[src/rtl/uart_hex_display.sv]
// ASCII-hex line parser feeding a 4-digit multiplexed 7-segment display.
// Typed hex digits build a 16-bit value; CR/LF commits it, any other byte flags an error.
module uart_hex_display #(
    parameter int SCAN_DIV = 50000,
    parameter bit BLANK_LZ = 1'b0
) (
    input  logic        clk50m,
    input  logic        reset,
    input  logic [7:0]  rx_data,
    input  logic        rx_valid,
    output logic [15:0] disp_value,
    output logic        commit,
    output logic        err,
    output logic [7:0]  seg7,
    output logic [3:0]  seg_cs
);

    // Handshake: rx_data is consumed on every cycle rx_valid=1; there is no ready,
    // the parser accepts one byte per cycle unconditionally.

    localparam int CW = (SCAN_DIV > 1) ? $clog2(SCAN_DIV) : 1;
    localparam logic [CW-1:0] SCAN_LAST = CW'(SCAN_DIV - 1);

    typedef enum logic {
        IDLE    = 1'b0,
        COLLECT = 1'b1
    } state_t;

    state_t      state_q, state_d;
    logic [15:0] pending_q, pending_d;
    logic [2:0]  count_q, count_d;
    logic [15:0] disp_q, disp_d;
    logic        commit_d, err_d;
    logic        is_hex, is_eol;
    logic [3:0]  nib;

    logic [CW-1:0] scan_cnt;
    logic [1:0]    idx, idx_next;
    logic [3:0]    nib_sel;
    logic          blank;

    function automatic logic [7:0] hex_glyph(input logic [3:0] n);
        logic [7:0] g;
        case (n)
            4'h0: g = 8'hC0;  4'h1: g = 8'hF9;  4'h2: g = 8'hA4;  4'h3: g = 8'hB0;
            4'h4: g = 8'h99;  4'h5: g = 8'h92;  4'h6: g = 8'h82;  4'h7: g = 8'hF8;
            4'h8: g = 8'h80;  4'h9: g = 8'h90;  4'hA: g = 8'h88;  4'hB: g = 8'h83;
            4'hC: g = 8'hC6;  4'hD: g = 8'hA1;  4'hE: g = 8'h86;  default: g = 8'h8E;
        endcase
        return g;
    endfunction

    always_comb begin
        is_hex = 1'b0;
        nib    = 4'h0;
        if (rx_data >= 8'h30 && rx_data <= 8'h39) begin
            is_hex = 1'b1;
            nib    = rx_data[3:0];
        end else if ((rx_data >= 8'h41 && rx_data <= 8'h46) ||
                     (rx_data >= 8'h61 && rx_data <= 8'h66)) begin
            is_hex = 1'b1;
            nib    = rx_data[3:0] + 4'd9;
        end
        is_eol = (rx_data == 8'h0D) || (rx_data == 8'h0A);
    end

    always_comb begin
        state_d   = state_q;
        pending_d = pending_q;
        count_d   = count_q;
        disp_d    = disp_q;
        commit_d  = 1'b0;
        err_d     = 1'b0;
        if (rx_valid) begin
            case (state_q)
                IDLE: begin
                    if (is_hex) begin
                        pending_d = {12'h000, nib};
                        count_d   = 3'd1;
                        state_d   = COLLECT;
                    end else if (!is_eol) begin
                        err_d = 1'b1;
                    end
                end
                default: begin
                    if (is_hex) begin
                        // Shifting keeps the last four digits typed; count saturates.
                        pending_d = {pending_q[11:0], nib};
                        count_d   = (count_q == 3'd4) ? 3'd4 : count_q + 3'd1;
                    end else begin
                        if (is_eol) begin
                            disp_d   = pending_q;
                            commit_d = 1'b1;
                        end else begin
                            err_d = 1'b1;
                        end
                        pending_d = 16'h0000;
                        count_d   = 3'd0;
                        state_d   = IDLE;
                    end
                end
            endcase
        end
    end

    always_ff @(posedge clk50m) begin
        if (reset) begin
            state_q   <= IDLE;
            pending_q <= 16'h0000;
            count_q   <= 3'd0;
            disp_q    <= 16'h0000;
            commit    <= 1'b0;
            err       <= 1'b0;
        end else begin
            state_q   <= state_d;
            pending_q <= pending_d;
            count_q   <= count_d;
            disp_q    <= disp_d;
            commit    <= commit_d;
            err       <= err_d;
        end
    end

    assign disp_value = disp_q;

    // Segment data and select change together, so a lit digit never shows a stale glyph.
    always_comb begin
        idx_next = idx + 2'd1;
        nib_sel  = disp_q[{idx_next, 2'b00} +: 4];
        blank    = BLANK_LZ && (idx_next != 2'd0) &&
                   ((disp_q >> {idx_next, 2'b00}) == 16'h0000);
    end

    always_ff @(posedge clk50m) begin
        if (reset) begin
            scan_cnt <= '0;
            idx      <= 2'd0;
            seg7     <= 8'hFF;
            seg_cs   <= 4'hF;
        end else if (scan_cnt == SCAN_LAST) begin
            scan_cnt <= '0;
            idx      <= idx_next;
            seg_cs   <= ~(4'b0001 << idx_next);
            seg7     <= blank ? 8'hFF : hex_glyph(nib_sel);
        end else begin
            scan_cnt <= scan_cnt + 1'b1;
        end
    end

endmodule

[config.mk]
export PLATFORM = sky130hd
export DESIGN_NAME = uart_hex_display
export DESIGN_NICKNAME = d
export VERILOG_FILES = /design/src/rtl/uart_hex_display.sv
export SDC_FILE = /design/constraint.sdc
export NUM_CORES = 1
export LEC_CHECK = 0
export CAP_MARGIN = 10
export CORE_ASPECT_RATIO = 1.4
export CORE_MARGIN = 2
export CORE_UTILIZATION = 54
export CTS_CLUSTER_DIAMETER = 40
export CTS_CLUSTER_SIZE = 30
export DETAILED_ROUTE_END_ITERATION = 6
export GPL_TIMING_DRIVEN = 0
export MAX_ROUTING_LAYER = met4
export PLACE_DENSITY_LB_ADDON = 0.25
export SETUP_SLACK_MARGIN = 0.2
export SLEW_MARGIN = 30
export SYNTH_ARGS = -nofsm -noshare
export SYNTH_HDL_FRONTEND = slang
export SYNTH_SLANG_ARGS = --single-unit
[constraint.sdc]
create_clock -name clk50m -period 3.55 [get_ports clk50m]
set_clock_uncertainty 0.15 [all_clocks]
set_input_delay 0.355 -clock clk50m [delete_from_list [all_inputs] [get_ports clk50m]]
set_output_delay 0.355 -clock clk50m [all_outputs]
set_load 0.02 [all_outputs]
==> results of run 1 <==
==> logic make-up (layout without fill, tap and decap cells) <==
| kind of cell | after synthesis | count (layout) | share of synthesized area, % |
|---|---|---|---|
| AO/OA/AOI/OAI | 50 | 50 | 12.22 |
| XOR/XNOR | 19 | 19 | 5.528 |
| adder cells (fa/ha/maj) | 15 | 15 | 6.234 |
| buffers and inverters | 24 | 79 | 4.031 |
| flip-flops | 64 | 64 | 42.56 |
| multiplexers | 28 | 28 | 10.60 |
| other | 1 | 1 | 0.1246 |
| AND/OR/NAND/NOR | 116 | 116 | 18.70 |
==> cell usage in the layout, fill, tap and decap left out, types with 2 or more instances in the layout <==
master | netlist | layout
buf_4 | 3 | 3
a21oi_1 | 10 | 10
clkbuf_8 | 0 | 10
clkdlybuf4s50_1 | 0 | 39
o21ai_0 | 4 | 4
and3_1 | 6 | 6
nor4b_1 | 2 | 2
xor2_1 | 10 | 10
clkbuf_1 | 3 | 4
buf_1 | 3 | 3
ha_1 | 15 | 14
o31ai_1 | 2 | 2
clkinvlp_4 | 0 | 2
nand2b_1 | 3 | 3
nand4_1 | 5 | 5
buf_2 | 4 | 3
a221oi_1 | 4 | 4
nor4bb_1 | 3 | 3
nor2b_1 | 2 | 2
mux2i_1 | 24 | 24
bufinv_16 | 0 | 2
inv_1 | 9 | 9
o21ai_1 | 2 | 2
dfxtp_1 | 64 | 64
nor2_1 | 66 | 66
a211oi_1 | 3 | 3
mux4_2 | 3 | 3
nand2_1 | 13 | 13
nand3b_1 | 4 | 4
xnor2_1 | 9 | 9
nand3_1 | 4 | 4
buf_6 | 2 | 2
o21a_1 | 2 | 2
a22oi_1 | 13 | 13
==> registers in the layout, indices dropped and copies added, names as in the netlist <==
signal      count
disp_value     16
pending_q      16
scan_cnt       16
seg7            7
seg_cs          4
idx             2
commit          1
err             1
state_q         1
==> cell usage after synthesis (2+ instances only) <==
cell / count
nor2_1: 66
dfxtp_1: 64
mux2i_1: 24
ha_1: 15
a22oi_1: 13
nand2_1: 13
a21oi_1: 10
xor2_1: 10
inv_1: 9
xnor2_1: 9
and3_1: 6
nand4_1: 5
a221oi_1: 4
buf_2: 4
nand3_1: 4
nand3b_1: 4
o21ai_0: 4
a211oi_1: 3
buf_1: 3
buf_4: 3
clkbuf_1: 3
mux4_2: 3
nand2b_1: 3
nor4bb_1: 3
buf_6: 2
nor2b_1: 2
nor4b_1: 2
o21a_1: 2
o21ai_1: 2
o31ai_1: 2
==> final cells by class <==
class | count | area [µm²] | area share [%]
Timing Repair Buffer | 39 | 390.4 | 10.52
Multi-Input combinational cell | 229 | 1610 | 43.38
Clock buffer | 11 | 141.4 | 3.809
Tap cell | 68 | 85.08 | 2.292
Sequential cell | 64 | 1281 | 34.51
Buffer | 15 | 90.09 | 2.427
Inverter | 9 | 33.78 | 0.9100
Clock inverter | 5 | 80.08 | 2.157
==> power groups by stage <==
stage	Clock, W	Combinational, W	Sequential, W
2_1_floorplan	0	0.0000362	0.000744
6_report	0.000691	0.0000628	0.000728
3_3_place_gp	0	0.0000624	0.000744
3_5_place_dp	0	0.0000630	0.000744
4_1_cts	0.000701	0.0000632	0.000727
5_1_grt	0.000739	0.0000697	0.000728
==> per-layer routing <==
layer | share of wire (%) | up-vias | track usage, % | routed length, µm
li1 | - | 1204 | - | -
met1 | 43 | 1135 | 26.87 | 2621
met2 | 52 | 47 | 38.61 | 3168
met3 | 3.7 | 7 | 6.197 | 224
met4 | 1.4 | 0 | 8.673 | 87
met5 | 0 | - | - | 0
==> stage by stage <==
step / instances / util (%) / setup WS (ns) / hold WS (ns) / total power [W]
2_1_floorplan: 317 / - / 0.7987 / 0.2877 / 0.0007800
3_3_place_gp: 424 / 64.02 / 0.4919 / 0.3018 / 0.0008062
3_5_place_dp: 424 / 64.02 / 0.4199 / 0.3187 / 0.0008069
4_1_cts: 440 / 68.08 / 0.4058 / 0.3358 / 0.001492
5_1_grt: 440 / 68.18 / 0.2273 / 0.3511 / 0.001536
6_report: 440 / 68.18 / 0.4601 / 0.3356 / 0.001481
==> worst max-delay path by stage <==
stage | from | endpoint | slack, ns | cells past startpoint
after floorplan | idx[0]$_SDFFE_PP0P_ | seg7[0]$_SDFFE_PP1P_ | 0.80 | 11
after global placement | idx[0]$_SDFFE_PP0P_ | seg7[0]$_SDFFE_PP1P_ | 0.49 | 11
after detailed placement | idx[0]$_SDFFE_PP0P_ | seg7[0]$_SDFFE_PP1P_ | 0.42 | 11
after CTS | idx[0]$_SDFFE_PP0P_ | seg7[0]$_SDFFE_PP1P_ | 0.41 | 11
after global routing | idx[0]$_SDFFE_PP0P_ | seg7[0]$_SDFFE_PP1P_ | 0.23 | 11
final | idx[0]$_SDFFE_PP0P_ | seg7[0]$_SDFFE_PP1P_ | 0.46 | 11
==> results.md, run 1 <==
- Clock latency at the later pin of the worst-skew pair: 0.34 ns
- WP data arrival: 3.22 ns
- GP Congestion: 0.8583
- CTS max path bufs: 2
- Die extent in x: 67.11 µm
- Static Leak: 1.349 nW
- CP delay by family, top: buffers and inverters
- Max Cap Violations: 0
- Final ANT Viol Nets: 0
- Top_reg_cell synth: dfxtp_1
- Setup_tns: 0 ns
- Avg WL per Cell: 13.87 µm
- Fraction of registers with async set/reset: 0%
- Number of synthesized register bits: 64
- Synthesized area: 3010 µm²
- Synth cell types: 50
- Peak supply drop: 0.0003404 V
- DR vias/cell: 5.439
- Yosys top cell area share: 42.56%
- CP Launch Type: flop
- Share of layout cells above drive strength 1: 9.946%
- R2r startpoint: idx[0]$_SDFFE_PP0P_
- Final hold vios: 0
- Vias in the first global route: 2,366
- Initial antenna violation count: 0
- Setup Crit Path Kind: flop to flop
- Pwr Density: 399.0 nW/µm²
- CP max-delay cell: mux4_2
- Die ar.: 6197 µm²
- DP HPWL: 4.465 mm
- Via count: 2,393
- CTS tree: built
- H-Tree Depth: 3
- RSZ-0062 raised after global routing: no
- Final instance area: 3712 µm²
- CTS Sinks: 64
- Row count: 32
- Port bufs: 39
- Syn Nets: 343
- Synth top area cells: dfxtp_1 (43%), nor2_1 (8.2%), mux2i_1 (8.0%), ha_1 (6.2%), a22oi_1 (3.2%)
- Area grow syn2layout: 23.32%
- Largest net degree at the start of global routing: 12
- Slew HR: 65.87%
- Post-Syn Instances: 317
- Post-layout min period: 3.090 ns
- # IOs: 41
- CTS Hold Buffers Added: 0
- Switching Fraction: 21.46%
- Fill count: 458
- Initial DRC Count: 134
- Clock share of power: 46.6%
- Fmax: 0.3236 GHz
- Cells resized by post-CTS repair: 0
- Clock transition at the registers of the reported paths: 0.07 ns
- Drt first pass iters: 4
- Core Region: 5445 µm²
- Switching pwr: 0.0003178 W
- Final setup fails: 0
- Largest stage delay on the critical path: 0.58 ns
- Gate power share: 4.2%
- GRT Total Usage: 23.42%
- Syn Area/Cell: 9.496 µm²
- Hold Path Class: flop to flop
- Crit path capture type: flop
- First-pass GRT wire length: 10.81 mm
- Crit Path Max Fanout: 10
- Critical-path cell list: clkbuf_4 -> inv_1 -> ha_1 -> buf_2 -> mux4_2 -> inv_1 -> ha_1 -> mux2i_1 -> a22oi_1 -> o311ai_0 -> a21oi_1
- Crit path buf inv count: 4
- Worst Hold Path Cells: 1
- Post-route DRC: 0
- Worst flop-to-flop path endpoint: seg7[0]$_SDFFE_PP1P_
- Crit share post-route: 87.04%
- Starting Density: 55.28%
- FF-to-FF setup slack: 0.46 ns
- Required time of the critical path: 3.68 ns
- Setup Buffers After CTS: 0
- Post-DP Area: 3486 µm²
- Sequential area share after synthesis: 42.56%
- Hold endpoint: scan_cnt[0]$_SDFF_PP0_
- Fin. max-slew vios: 0
- Hold path startpoint: scan_cnt[0]$_SDFF_PP0_
- Final wirelength: 6.101 mm
- Internal power: 0.001163 W
- CTS buffer count: 9
- Post-synth EDFFs: 0
- Clk Tree Root Cell: clkbuf_8
- # nets final: 393
- GR Overflow Total: 0
- Slew @ Worst Pin: 0.5120 ns
- Flop pwr share: 49.1%
- Yosys top cell by area: dfxtp_1
- Die Span Y: 92.35 µm
- Run status: complete, no violations
- Worst r2r path cells: 11
- Synth warnings: 0
- Antenna diodes: 0
No activity file was read; power rests on OpenSTA's default activity.
==> inputs of run 2 (changes only) <==
--- a/config.mk
+++ b/config.mk
@@ -13,6 +13,7 @@
 export CTS_CLUSTER_SIZE = 30
 export DETAILED_ROUTE_END_ITERATION = 6
 export GPL_TIMING_DRIVEN = 0
+export HOLD_SLACK_MARGIN = 0.06
 export MAX_ROUTING_LAYER = met4
 export PLACE_DENSITY_LB_ADDON = 0.25
 export SETUP_SLACK_MARGIN = 0.2
==> constraint.sdc (replaced) <==
create_clock -name clk50m -period 3.5 [get_ports clk50m]
set_clock_uncertainty 0.15 [all_clocks]
set_input_delay 0.35 -clock clk50m [delete_from_list [all_inputs] [get_ports clk50m]]
set_output_delay 0.35 -clock clk50m [all_outputs]
set_load 0.02 [all_outputs]
==> run 2 against run 1 <==
Hold slack about the same. Fmax increased by 0.66%. Critical path depth unchanged. Sequential power increased by 1%. Final cell count unchanged. Critical path type unchanged.
==> results.md, run 2 (synthesis gave the netlist of run 1 again) <==
- Peak supply drop: 0.0003450 V
- Hold Path Class: flop to flop
- # nets final: 393
- Run status: complete, no violations
- Required time of the critical path: 3.63 ns
- Initial DRC Count: 137
- Die Span Y: 92.35 µm
- Via count: 2,390
- Fin. max-slew vios: 0
- Post-layout min period: 3.070 ns
- Slew @ Worst Pin: 0.5051 ns
- Final wirelength: 6.106 mm
- CTS Sinks: 64
- Die ar.: 6197 µm²
- Clk Tree Root Cell: clkbuf_8
- Post-route DRC: 0
- Slew HR: 66.33%
- Clock latency at the later pin of the worst-skew pair: 0.34 ns
- Met1 WL: 2.632 mm
- Gate power share: 4.2%
- First-pass GRT wire length: 10.81 mm
- Core Region: 5445 µm²
- Switching pwr: 0.0003237 W
- Internal power: 0.001180 W
- GR Overflow Total: 0
- Setup Crit Path Kind: flop to flop
- Setup Buffers After CTS: 0
- Max Cap Violations: 0
- Crit share post-route: 87.71%
- H-Tree Depth: 3
- DR vias/cell: 5.432
- Largest net degree at the start of global routing: 12
- Storage cell area: 1281 µm²
- GRT Total Usage: 23.42%
- Pwr Density: 404.8 nW/µm²
- WP data arrival: 3.20 ns
- # IOs: 41
- Initial antenna violation count: 0
- Crit path capture type: flop
- Final worst slack: 0.4302 ns
- Switching Fraction: 21.53%
- CTS max path bufs: 2
- Final hold vios: 0
- Clock share of power: 46.7%
- Area grow syn2layout: 23.40%
- Starting Density: 55.28%
- Multi-input logic area: 1613 µm²
- Fmax: 0.3258 GHz
- Fill count: 457
- Final ANT Viol Nets: 0
- Avg WL per Cell: 13.88 µm
- GP Congestion: 0.8583
- Clock transition at the registers of the reported paths: 0.07 ns
- Vias in the first global route: 2,366
- Row count: 32
- Commonest non-fill, non-tap cell in the layout: nor2_1
- DP HPWL: 4.465 mm
- DP Worst Slack: 0.3699 ns
- Static Leak: 1.348 nW
- Crit Path Max Fanout: 10
- Most frequent cells in the layout: nor2_1 (66), dfxtp_1 (64), clkdlybuf4s50_1 (39)
- Die extent in x: 67.11 µm
- Setup_tns: 0 ns
- Share of layout cells above drive strength 1: 10.22%
- Flop pwr share: 49.1%
- Port bufs: 39
- CTS tree: built
- Drt first pass iters: 5
- Wire length on met3: 203 µm
- CTS buffer count: 9
- Antenna diodes: 0
- Total power draw: 0.001504 W
- Routed wl met2: 3.160 mm
- CP Launch Type: flop
- RSZ-0062 raised after global routing: no
- Final setup fails: 0
- Top Layer Used: met4
run 2: cell counts in the layout (fill, tap and decap cells not counted):
Identical to the previous run, type by type.
run 2: final timing paths:
check | to | cells past startpoint | slack, ns | startpoint
min | scan_cnt[0]$_SDFF_PP0_ | 1 | 0.34 | scan_cnt[0]$_SDFF_PP0_
min reg2reg | scan_cnt[0]$_SDFF_PP0_ | 1 | 0.34 | scan_cnt[0]$_SDFF_PP0_
max | seg7[0]$_SDFFE_PP1P_ | 11 | 0.43 | idx[0]$_SDFFE_PP0P_
max reg2reg | seg7[0]$_SDFFE_PP1P_ | 11 | 0.43 | idx[0]$_SDFFE_PP0P_
run 2: metal layers:
layer	up-vias	track usage (%)
met5	-	-
met2	42	38.61
met4	0	8.673
met3	9	6.197
li1	1204	-
met1	1135	26.87
run 2: layout make-up:
| cell class | count | share of cell area [%] |
|---|---|---|
| plain buffers | 15 | 2.425 |
| well taps | 68 | 2.290 |
| multi-input cells | 229 | 43.42 |
| clock inverters | 5 | 2.156 |
| repair buffers | 39 | 10.51 |
| flip-flops and latches | 64 | 34.49 |
| clock buffers | 11 | 3.806 |
| inverters | 9 | 0.9094 |
run 2: per-stage QoR:
stage          area [µm²]  util, %  hold WS (ns)  cells
3_5_place_dp         3486    64.02        0.3187    424
5_1_grt              3715    68.22        0.3511    440
6_report             3715    68.22        0.3354    440
4_1_cts              3707    68.08        0.3358    440
3_3_place_gp         3486    64.02        0.3018    424
2_1_floorplan        3010        -        0.2877    317
run 2: power by group through the flow:
stage / registers [W] / clock network, W / logic, W
detailed placement: 0.000755 / 0 / 0.0000639
global placement: 0.000754 / 0 / 0.0000633
floorplan: 0.000754 / 0 / 0.0000367
finish: 0.000738 / 0.000702 / 0.0000637
CTS: 0.000738 / 0.000711 / 0.0000641
global route: 0.000738 / 0.000749 / 0.0000707
run 2: repair_timing:
action,in CTS,in global routing
resized for setup,0,3
hold buffers,0,0
endpoints found under the setup margin,0,1
run 2: critical path, stage by stage, from the launching register on:
cell	delay, ns
dfxtp_1	0.37
clkbuf_4	0.24
inv_1	0.13
ha_1	0.30
buf_2	0.22
mux4_2	0.62
inv_1	0.14
ha_2	0.26
mux2i_1	0.09
a22oi_1	0.18
o311ai_0	0.16
a21oi_1	0.15
==> inputs of run 3 (changes only) <==
--- a/config.mk
+++ b/config.mk
@@ -16,6 +16,7 @@
 export HOLD_SLACK_MARGIN = 0.06
 export MAX_ROUTING_LAYER = met4
 export PLACE_DENSITY_LB_ADDON = 0.25
+export REMOVE_ABC_BUFFERS = 1
 export SETUP_SLACK_MARGIN = 0.2
 export SLEW_MARGIN = 30
 export SYNTH_ARGS = -nofsm -noshare
==> run 3 against run 2 <==
Combinational power decreased by 7.4%. Hold slack worse by 0.014 ns. Critical path depth shrank 2. Die area stayed put. Clock power shrank 0.9%. Utilization down 1.1 points. First-iteration DRC count fell by 28%. Sequential power barely moved. Fmax is 2.7% higher. Critical path type unchanged. Critical endpoint unchanged. Largest power group unchanged.
==> results.md, run 3 (synthesis gave the netlist of run 1 again) <==
- Slew HR: 53.66%
- WP data arrival: 3.11 ns
- Run status: complete, no violations
- Gate power share: 3.9%
- Row count: 32
- GR Overflow Total: 0
- # IOs: 41
- Flop pwr share: 49.4%
- Crit Path Max Fanout: 12
- Crit path capture type: flop
- DR vias/cell: 5.448
- CTS tree: built
- DP Worst Slack: 0.2017 ns
- # nets final: 380
- Area grow syn2layout: 21.45%
- GP Congestion: 0.8116
- DP HPWL: 3.963 mm
- RSZ-0062 raised after global routing: no
- Setup Crit Path Kind: flop to flop
- CP Launch Type: flop
- H-Tree Depth: 3
- Max Cap Violations: 0
- Avg WL per Cell: 13.03 µm
- Internal power: 0.001193 W
- Fin. max-slew vios: 0
- Post-route DRC: 0
- Fmax: 0.3344 GHz
- CTS Sinks: 64
- GRT Total Usage: 20.41%
- Most frequent cells in the layout: nor2_1 (66), dfxtp_1 (63), clkdlybuf4s50_1 (38)
- Share of layout cells above drive strength 1: 8.939%
- Antenna diodes: 0
- Clk Tree Root Cell: clkbuf_8
- Vias in the first global route: 2,164
- Storage cell area: 1282 µm²
- Static Leak: 1.322 nW
- CTS buffer count: 9
- Required time of the critical path: 3.62 ns
- Slew @ Worst Pin: 0.6951 ns
- Port bufs: 39
- Drt first pass iters: 4
- Pwr Density: 408.5 nW/µm²
- Die extent in x: 67.11 µm
- Crit share post-route: 85.43%
- Fill count: 475
- First-pass GRT wire length: 9.528 mm
- Clock transition at the registers of the reported paths: 0.07 ns
- Die Span Y: 92.35 µm
- Post-layout min period: 2.990 ns
- Switching pwr: 0.0003005 W
- Die ar.: 6197 µm²
- Final instance area: 3656 µm²
- Core Region: 5445 µm²
- Commonest non-fill, non-tap cell in the layout: nor2_1
- Switching Fraction: 20.12%
- Clock latency at the later pin of the worst-skew pair: 0.33 ns
- Hold Path Class: flop to flop
- Clock share of power: 46.6%
- Final worst slack: 0.5100 ns
- Setup_tns: 0 ns
- Final hold vios: 0
- Final wirelength: 5.549 mm
- Starting Density: 55.28%
- Final setup fails: 0
- Multi-input logic area: 1630 µm²
- Initial DRC Count: 98
- CTS max path bufs: 2
- Via count: 2,321
- Post-DP Area: 3421 µm²
- Peak supply drop: 0.0002757 V
- Largest net degree at the start of global routing: 43
- Initial antenna violation count: 0
- Final ANT Viol Nets: 0
[run 3: per-layer routing]
layer / GRT usage, % / up-vias / routed length (µm)
met4: 8.163 / 0 / 84
met2: 34.32 / 38 / 2846
met5: - / - / 0
li1: - / 1185 / -
met1: 22.61 / 1091 / 2409
met3: 5.225 / 7 / 209
[run 3: power by group through the flow]
stage	clock [W]	combinational [W]	sequential [W]
floorplan	0	0.0000285	0.000754
global placement	0	0.0000574	0.000754
detailed placement	0	0.0000589	0.000755
CTS	0.000715	0.0000589	0.000738
global route	0.000746	0.0000665	0.000738
finish	0.000696	0.0000590	0.000738
[run 3: worst max-delay path: stages (launching register included)]
cell and delay (ns):
dfxtp_2 0.51, inv_1 0.16, ha_2 0.48, mux4_2 0.61
inv_1 0.13, ha_1 0.28, mux2i_1 0.11, a22oi_1 0.18
o311ai_0 0.16, a21oi_1 0.16
[run 3: per-stage QoR]
step	util, %	hold WS, ns	instances	total power (W)
floorplan	-	0.2691	302	0.0007830
global placement	62.41	0.3019	409	0.0008119
detailed placement	62.82	0.3136	411	0.0008134
CTS	66.89	0.3277	426	0.001512
global route	67.14	0.3568	426	0.001551
finish	67.14	0.3212	426	0.001493
[run 3: final cells by class]
cell class	instances	area share, %
clock buffers	12	4.244
clock inverters	3	1.780
inverters	9	0.9240
multi-input cells	229	44.59
flip-flops and latches	64	35.08
well taps	68	2.327
repair buffers	41	11.05
[run 3: worst paths after layout]
kind	startpoint	end	slack (ns)	depth (start not counted)
worst max-delay path	idx[0]$_SDFFE_PP0P_	seg7[0]$_SDFFE_PP1P_	0.51	9
worst min-delay path	scan_cnt[0]$_SDFF_PP0_	scan_cnt[0]$_SDFF_PP0_	0.32	1
worst max register to register	idx[0]$_SDFFE_PP0P_	seg7[0]$_SDFFE_PP1P_	0.51	9
worst min register to register	scan_cnt[0]$_SDFF_PP0_	scan_cnt[0]$_SDFF_PP0_	0.32	1
[run 3: what timing repair did]
item                                    in CTS  in global routing
endpoints found under the setup margin       1                  1
pin swaps                                    0                  0
gates cloned                                 0                  0
gates resized for setup                      1                  1
endpoints found under the hold margin        0                  0
buffers inserted                             0                  0
hold buffers                                 0                  0
==> edit, RTL diff (config.mk and constraints of run 1) <==
`pending_q` no longer has a reset.
--- a/src/rtl/uart_hex_display.sv
+++ b/src/rtl/uart_hex_display.sv
@@ -107,5 +107,4 @@
         if (reset) begin
             state_q   <= IDLE;
-            pending_q <= 16'h0000;
             count_q   <= 3'd0;
             disp_q    <= 16'h0000;
@@ -114,5 +113,4 @@
         end else begin
             state_q   <= state_d;
-            pending_q <= pending_d;
             count_q   <= count_d;
             disp_q    <= disp_d;
@@ -120,4 +118,8 @@
             err       <= err_d;
         end
+    end
+
+    always_ff @(posedge clk50m) begin
+        pending_q <= pending_d;
     end
 
Behaviour: no difference found for any inputs over 4 cycles, from zero or initial values and one cycle with reset high; that may be too few to reach the edited logic, so the function may still have changed.
==> edit against run 1 <==
Critical path type unchanged. Highest routed layer unchanged. Global-route usage fell by 0.51 points. Routed wire length is 3.3% higher. Worst setup slack improved by 0.021 ns. Largest cell class unchanged. Area after synthesis rose by 4.2%. Design area is 2.5% higher. Power fell by 5.5%. Sequential cell count stayed put. Sequential power up 4.7%.
==> edit: results <==
metrics = {
    "global_routing": {
        "grt_usage_pct": 22.91,
        "grt_start_max_net_pins": 13,
        "gr_layer_usage_met1_pct": 23.88,
        "via_count_of_the_first_global_routing_pass": 2324,
        "wire_length_of_the_first_global_routing_pass_microns": 10490,
    },
    "worst_hold_path": {
        "worst_hold_path_type": "in -> reg",
        "hold_start": "reset",
        "hold-path-endpoint": "seg7[5]",
    },
    "synth": {
        "yosys.cell_types.count": 53,
        "post_synth_main_area_contributors": "sky130_fd_sc_hd__dfxtp_1 (31%), sky130_fd_sc_hd__edfxtp_1 (15%), sky130_fd_sc_hd__mux2i_1 (7.3%), sky130_fd_sc_hd__ha_1 (6.0%), sky130_fd_sc_hd__nor2_1 (5.9%)",
        "synth-edff-count": 16,
        "synth_fp_nets": 325,
    },
    "finish": {
        "final_cell_count_no_fill": 422,
        "num-multi-input-gates": 206,
        "clockBufferCount": 12,
        "portion_of_the_layout_cell_area_used_by_non_clock_buffers_pct": 13.45,
        "inv_count": 13,
        "layout.filler_cells": 455,
    },
    "detailed_routing": {
        "met2RoutedLength_microns": 3412,
        "detail_route.vias_per_cell": 5.365,
        "detail_route.wl_per_cell_microns": 14.94,
        "met1Wirelength_microns": 2579,
        "met3_wirelength_microns": 213,
    },
    "power": {
        "powerClk_uw": 574,
    },
    "run_status": {
        "status": "completed",
    },
    "sta": {
        "finalHoldWorstSlack_ns": 0.09988,
        "maximum_clock_frequency_mhz": 325.8,
    },
}
-- edit: cell types whose count changed in the layout (fill, tap and decap cells not counted), sizes merged, moves of 5 or more --
cell and delta:
edfxtp +16, a22oi -11, and2 +11, a21oi -6, nor2 -17, a211o +5, dfxtp -16
-- edit: critical path: stages, from the launching register on --
cell	delay (ns)
sky130_fd_sc_hd__dfxtp_1	0.36
sky130_fd_sc_hd__clkbuf_4	0.23
sky130_fd_sc_hd__inv_1	0.10
sky130_fd_sc_hd__ha_1	0.30
sky130_fd_sc_hd__clkbuf_4	0.23
sky130_fd_sc_hd__mux4_2	0.61
sky130_fd_sc_hd__inv_2	0.12
sky130_fd_sc_hd__ha_1	0.18
sky130_fd_sc_hd__inv_1	0.07
sky130_fd_sc_hd__o311ai_1	0.32
sky130_fd_sc_hd__a22oi_1	0.15
sky130_fd_sc_hd__a22oi_1	0.18
-- edit: what timing repair did --
action                     4_1_cts  5_1_grt
setup endpoints to repair        0        1
gates resized for setup          0        3
setup buffers                    0        0
